--- src/rtl/rv_mdu_ctrl.sv ---
// rv_mdu_ctrl: pipeline-side initiator for the multiply/divide unit.
// Accepts one M-extension op over a valid/ready handshake, drives the MDU
// request/kill/keep signals, waits out the MDU stall, captures the result
// and presents it to writeback over a second valid/ready handshake.
// Optional watchdog: define RV_MDU_CTRL_WDT_EN to abort EXEC after WDT_LIMIT
// stalled cycles (result 0, err_o set). Without it EXEC waits indefinitely.
module rv_mdu_ctrl #(
  parameter int unsigned XLEN      = 32,
  parameter int unsigned MDU_OP_W  = 3,
  parameter int unsigned WDT_LIMIT = 40
) (
  input  logic                clk_i,
  input  logic                arstn_i,
  input  logic                issue_valid_i,
  output logic                issue_ready_o,
  input  logic [MDU_OP_W-1:0] issue_op_i,
  input  logic [XLEN-1:0]     issue_a_i,
  input  logic [XLEN-1:0]     issue_b_i,
  input  logic [4:0]          issue_rd_i,
  input  logic                flush_i,
  output logic                wb_valid_o,
  input  logic                wb_ready_i,
  output logic [XLEN-1:0]     wb_data_o,
  output logic [4:0]          wb_rd_o,
  output logic                err_o,
  output logic                mdu_req_o,
  output logic [MDU_OP_W-1:0] mdu_op_o,
  output logic [XLEN-1:0]     mdu_port_a_o,
  output logic [XLEN-1:0]     mdu_port_b_o,
  output logic                mdu_kill_o,
  output logic                mdu_keep_o,
  input  logic [XLEN-1:0]     mdu_result_i,
  input  logic                mdu_stall_req_i,
  output logic                busy_o
);

  localparam logic [1:0] S_IDLE = 2'd0;
  localparam logic [1:0] S_EXEC = 2'd1;
  localparam logic [1:0] S_DONE = 2'd2;

  logic [1:0]          state_q, state_d;
  logic [MDU_OP_W-1:0] op_q, op_d;
  logic [XLEN-1:0]     a_q, a_d;
  logic [XLEN-1:0]     b_q, b_d;
  logic [4:0]          rd_q, rd_d;
  logic [XLEN-1:0]     res_q, res_d;
  logic                accept;
  logic                wdt_fire;

`ifdef RV_MDU_CTRL_WDT_EN
  logic [5:0] cnt_q, cnt_d;
  logic       err_q, err_d;
`endif

  // Issue handshake: flush blocks any accept; DONE can accept only when its
  // own result is leaving in the same cycle.
  always_comb begin
    issue_ready_o = !flush_i && ((state_q == S_IDLE) ||
                                 ((state_q == S_DONE) && wb_ready_i));
    accept        = issue_valid_i && issue_ready_o;
  end

  // Watchdog trip: still stalled in the WDT_LIMIT-th EXEC cycle.
  always_comb begin
`ifdef RV_MDU_CTRL_WDT_EN
    wdt_fire = (state_q == S_EXEC) && !flush_i && mdu_stall_req_i &&
               (cnt_q == 6'(WDT_LIMIT - 1));
`else
    wdt_fire = 1'b0;
`endif
  end

  // Next-state and register-capture logic.
  always_comb begin
    state_d = state_q;
    op_d    = op_q;
    a_d     = a_q;
    b_d     = b_q;
    rd_d    = rd_q;
    res_d   = res_q;
`ifdef RV_MDU_CTRL_WDT_EN
    cnt_d   = cnt_q;
    err_d   = err_q;
`endif
    case (state_q)
      S_IDLE: ;
      S_EXEC: begin
        if (flush_i) begin
          state_d = S_IDLE;
        end else if (!mdu_stall_req_i) begin
          res_d   = mdu_result_i;
          state_d = S_DONE;
        end else if (wdt_fire) begin
          res_d   = '0;
          state_d = S_DONE;
`ifdef RV_MDU_CTRL_WDT_EN
          err_d   = 1'b1;
`endif
        end else begin
`ifdef RV_MDU_CTRL_WDT_EN
          cnt_d   = cnt_q + 6'd1;
`endif
        end
      end
      S_DONE: begin
        if (flush_i || wb_ready_i) state_d = S_IDLE;
      end
      default: state_d = S_IDLE;
    endcase
    // Accept overrides the IDLE fallback above, giving DONE->EXEC chaining.
    if (accept) begin
      state_d = S_EXEC;
      op_d    = issue_op_i;
      a_d     = issue_a_i;
      b_d     = issue_b_i;
      rd_d    = issue_rd_i;
`ifdef RV_MDU_CTRL_WDT_EN
      cnt_d   = '0;
      err_d   = 1'b0;
`endif
    end
  end

  // Output decode from state and registers.
  always_comb begin
    mdu_req_o    = (state_q == S_EXEC);
    mdu_keep_o   = (state_q == S_DONE);
    mdu_kill_o   = ((state_q == S_EXEC) && flush_i) || wdt_fire;
    wb_valid_o   = (state_q == S_DONE) && !flush_i;
    busy_o       = (state_q != S_IDLE);
    mdu_op_o     = op_q;
    mdu_port_a_o = a_q;
    mdu_port_b_o = b_q;
    wb_data_o    = res_q;
    wb_rd_o      = rd_q;
`ifdef RV_MDU_CTRL_WDT_EN
    err_o        = err_q;
`else
    err_o        = 1'b0;
`endif
  end

  // State and datapath registers, synchronous active-low reset.
  always_ff @(posedge clk_i) begin
    if (!arstn_i) begin
      state_q <= S_IDLE;
      op_q    <= '0;
      a_q     <= '0;
      b_q     <= '0;
      rd_q    <= '0;
      res_q   <= '0;
`ifdef RV_MDU_CTRL_WDT_EN
      cnt_q   <= '0;
      err_q   <= 1'b0;
`endif
    end else begin
      state_q <= state_d;
      op_q    <= op_d;
      a_q     <= a_d;
      b_q     <= b_d;
      rd_q    <= rd_d;
      res_q   <= res_d;
`ifdef RV_MDU_CTRL_WDT_EN
      cnt_q   <= cnt_d;
      err_q   <= err_d;
`endif
    end
  end

endmodule

--- config.mk ---
export PLATFORM = sky130hd
export DESIGN_NAME = rv_mdu_ctrl
export DESIGN_NICKNAME = d
export VERILOG_FILES = /design/src/rtl/rv_mdu_ctrl.sv
export SDC_FILE = /design/constraint.sdc
export NUM_CORES = 1
export LEC_CHECK = 0
export ABC_AREA = 1
export CAP_MARGIN = 15
export CORE_ASPECT_RATIO = 1.2
export CORE_MARGIN = 5
export CORE_UTILIZATION = 40
export CTS_BUF_LIST = sky130_fd_sc_hd__clkbuf_16
export DETAILED_ROUTE_END_ITERATION = 8
export GPL_ROUTABILITY_DRIVEN = 0
export PLACE_DENSITY_LB_ADDON = 0.12
export SYNTH_ARGS = -nofsm -noshare
export SYNTH_HDL_FRONTEND = slang
export SYNTH_SLANG_ARGS = --single-unit
--- constraint.sdc ---
create_clock -name clk_i -period 3 [get_ports clk_i]
set_input_delay 0.45 -clock clk_i [delete_from_list [all_inputs] [get_ports clk_i]]
set_output_delay 0.45 -clock clk_i [all_outputs]
set_load 0.005 [all_outputs]
==> key figures <==
Floorplanning
  – Initial core utilization: 0.411
  – DIE WIDTH: 112 um
  – Core box area: 12200 sq um
  – Top-Level Pins: 221
  – Die area: 14900 sq um
  – Die Height: 133 um
  – Site Rows: 44

Clock network
  – H-tree depth: 3
  – Clock Latency Late Sink: 0.34 ns
  – Maximum buffer depth of the clock tree: 2
  – Hold_buf cts: 0
  – CTS Buf Count: 9
  – CTS Root Cell: clkbuf_16
  – Clock slew at reported path FFs: 0.07 ns
  – CTS tree: yes
  – Postcts setup bufs: 0
  – CTS sink cnt: 106
  – CTS-repair resized insts: 0

Placed design
  – Pre-CTS WS: 0.713 ns
  – Port bufs: 219
  – Detail Placement HPWL: 9860 um

Yosys
  – Synthesized Nets: 891
  – Syn avg cell area: 6.43 sq um
  – Simple logic cell fraction of the synthesized area: 0.321
  – Cell Area, Synth: 5020 sq um
  – Largest family of logic cells by synthesized area: simple AND/OR/NAND/NOR gates
  – Top post-synthesis cells by count: 220 x inv_1, 180 x nand2_1, 106 x dfxtp_1
  – Sequential area share after synthesis: 0.422
  – Biggest area consumer among synthesized cells: dfxtp_1
  – Count leader, synth: inv_1
  – Main flop type after synthesis: dfxtp_1
  – Synth Area in Compound Gates: 0.0339
  – Post-synthesis cell count: 781
  – Synth unique cells: 18
  – Yosys reg bits: 106
  – Mux cell area share after synthesis: 0
  – Ys async rst share: 0
  – Largest cells by area after synthesis: dfxtp_1 42%, inv_1 16%, nand2_1 13%
  – Synth Warn #: 0
  – Xor and xnor area share after synthesis: 0
  – Synth top area share: 0.422
  – Post-synth EDFFs: 0
  – Adder-Cell Fraction of Synth Area: 0

Critical path
  – Largest stage delay, worst path: 0.53 ns
  – Most used cell, CP: clkdlybuf4s50_1
  – Buffers and inverters on the worst path: 2
  – CP startpoint kind: input pin
  – Worst EP required: 2.55 ns
  – Reg2Reg Launch Point: state_q[1]
  – Worst-path cell chain: clkdlybuf4s50_1 > nor2_4 > and2_1 > clkdlybuf4s50_1
  – R2R cell count: 7
  – Kind of end point of the critical path: output port
  – Slowest CP cell: clkdlybuf4s50_1
  – Crit path max fanout: 4
  – Worst EP arrival: 1.86 ns
  – CP top delay family: buffers and inverters
  – Setup CP Type: input pin to output port
  – Critical R2R Capture: wb_rd_o[2]
  – Worst R2R Setup Slack: 1.31 ns

Drt
  – Post-route DRC: 0
  – Detailed-route via count: 4974
  – Drt pass-1 iters: 4
  – Wire per inst: 12.8 um
  – Vias per cell: 4.38
  – Routed wire length: 14600 um
  – Antenna-violating nets left: 0
  – Initial DRC count: 358

Global routing
  – Vias in the first global route: 4473
  – First-pass GRT wire length: 23400 um
  – Initial antenna violation count: 0
  – Total global-route track usage: 0.190
  – Largest net degree at the start of global routing: 74
  – GRT overflow: 0

Min path
  – Worst min path class: flip-flop to flip-flop
  – Hold EP: wb_data_o[23]
  – Hold depth: 2
  – Min-delay src: wb_data_o[23]

STA
  – Pins Over Slew Limit: 0
  – RSZ-0062 raised after global routing: no
  – Minimum clock period: 2.31 ns
  – Final WS setup: 0.693 ns
  – Period utilisation layout: 0.769
  – Final setup violating endpoints: 0
  – Setup TNS: 0 ns
  – Final Skew: 0.00573 ns
  – Max Fclk: 434 MHz
  – Final Hold Viols: 0
  – Slew headroom: 0.307
  – Worst slew pin tran: 1.04 ns

Final layout
  – Nets: 1079
  – Ratio of cells with drive above 1 in the final layout: 0.0359
  – Inserted Diodes: 0
  – Area delta synth->final: 50.1%
  – FILL cells: 1155

Job
  – Max-cap violations: 0

Pwr
  – Lkg Pwr: 3.63 nW
  – Power Dens Cells: 448 nW/um^2
  – Peak VDD IR: 0.244 mV

Status
  – Run status: complete, no violations
[per-layer routing]
metal	GRT usage	wire length (um)
met5	0	0
met4	0.0581	236
met2	0.306	6600
met3	0.0553	1100
met1	0.246	6640
[stage by stage]
stage	std cells	hold slack (ns)	power, mW	util	area (sq um)
floorplan	781	0.456	1.84	-	5020
global placement	1119	0.448	2.18	0.592	7230
detailed placement	1119	0.451	2.19	0.592	7230
CTS	1135	0.463	3.42	0.617	7540
global route	1135	0.480	3.55	0.617	7540
finish	1135	0.461	3.38	0.617	7540
[layout by cell type (no fill, tap or decap), drive strengths merged]
cell and instances:
conb 1, and2 1, dfxtp 106, buf 13, nand2 180, nand3 35
nor3 2, a21oi 34, clkinv 2, nor2 76, nand4 72, clkdlybuf4s50 217
inv 225, bufinv 1, clkbuf 9
[tightest hold or removal path: stages (launching register included)]
cell	delay (ns)
dfxtp_1	0.31
nand2_1	0.06
a21oi_1	0.05
[flip-flops by register name, indices dropped and copies added (netlist names)]
name / count
mdu_port_a_o: 32
mdu_port_b_o: 32
wb_data_o: 32
wb_rd_o: 5
mdu_op_o: 3
state_q: 2
[power breakdown]
part	internal [mW]	total, mW	switching [mW]
Clock	0.666	1.23	0.560
Sequential	1.48	1.52	0.0367
Combinational	0.351	0.632	0.281
[final cells by class]
type | instances | area [sq um] | share of cell area
Timing Repair Buffer | 230 | 2280 | 0.302
Multi-Input combinational cell | 401 | 1800 | 0.239
Clock buffer | 9 | 225 | 0.0299
Inverter | 221 | 830 | 0.110
Sequential cell | 106 | 2120 | 0.281
Tap cell | 161 | 201 | 0.0267
Clock inverter | 7 | 85.1 | 0.0113
[how the worst max path moves through the flow]
stage                     to  slack, ns  startpoint  cells past startpoint
2_1_floorplan  issue_ready_o       1.50     flush_i                      4
3_3_place_gp   issue_ready_o       0.70     flush_i                      4
3_5_place_dp   issue_ready_o       0.71     flush_i                      4
4_1_cts        issue_ready_o       0.69     flush_i                      4
5_1_grt        issue_ready_o       0.63     flush_i                      4
6_report       issue_ready_o       0.69     flush_i                      4
[cell families (layout without fill, tap and decap cells)]
logic type | after synthesis | count (layout)
AOI/OAI and AO/OA | 34 | 34
buffers and inverters | 274 | 467
DFF | 106 | 106
other | 1 | 1
and+or+nand+nor | 366 | 366
(Power assumes the default switching activity.)
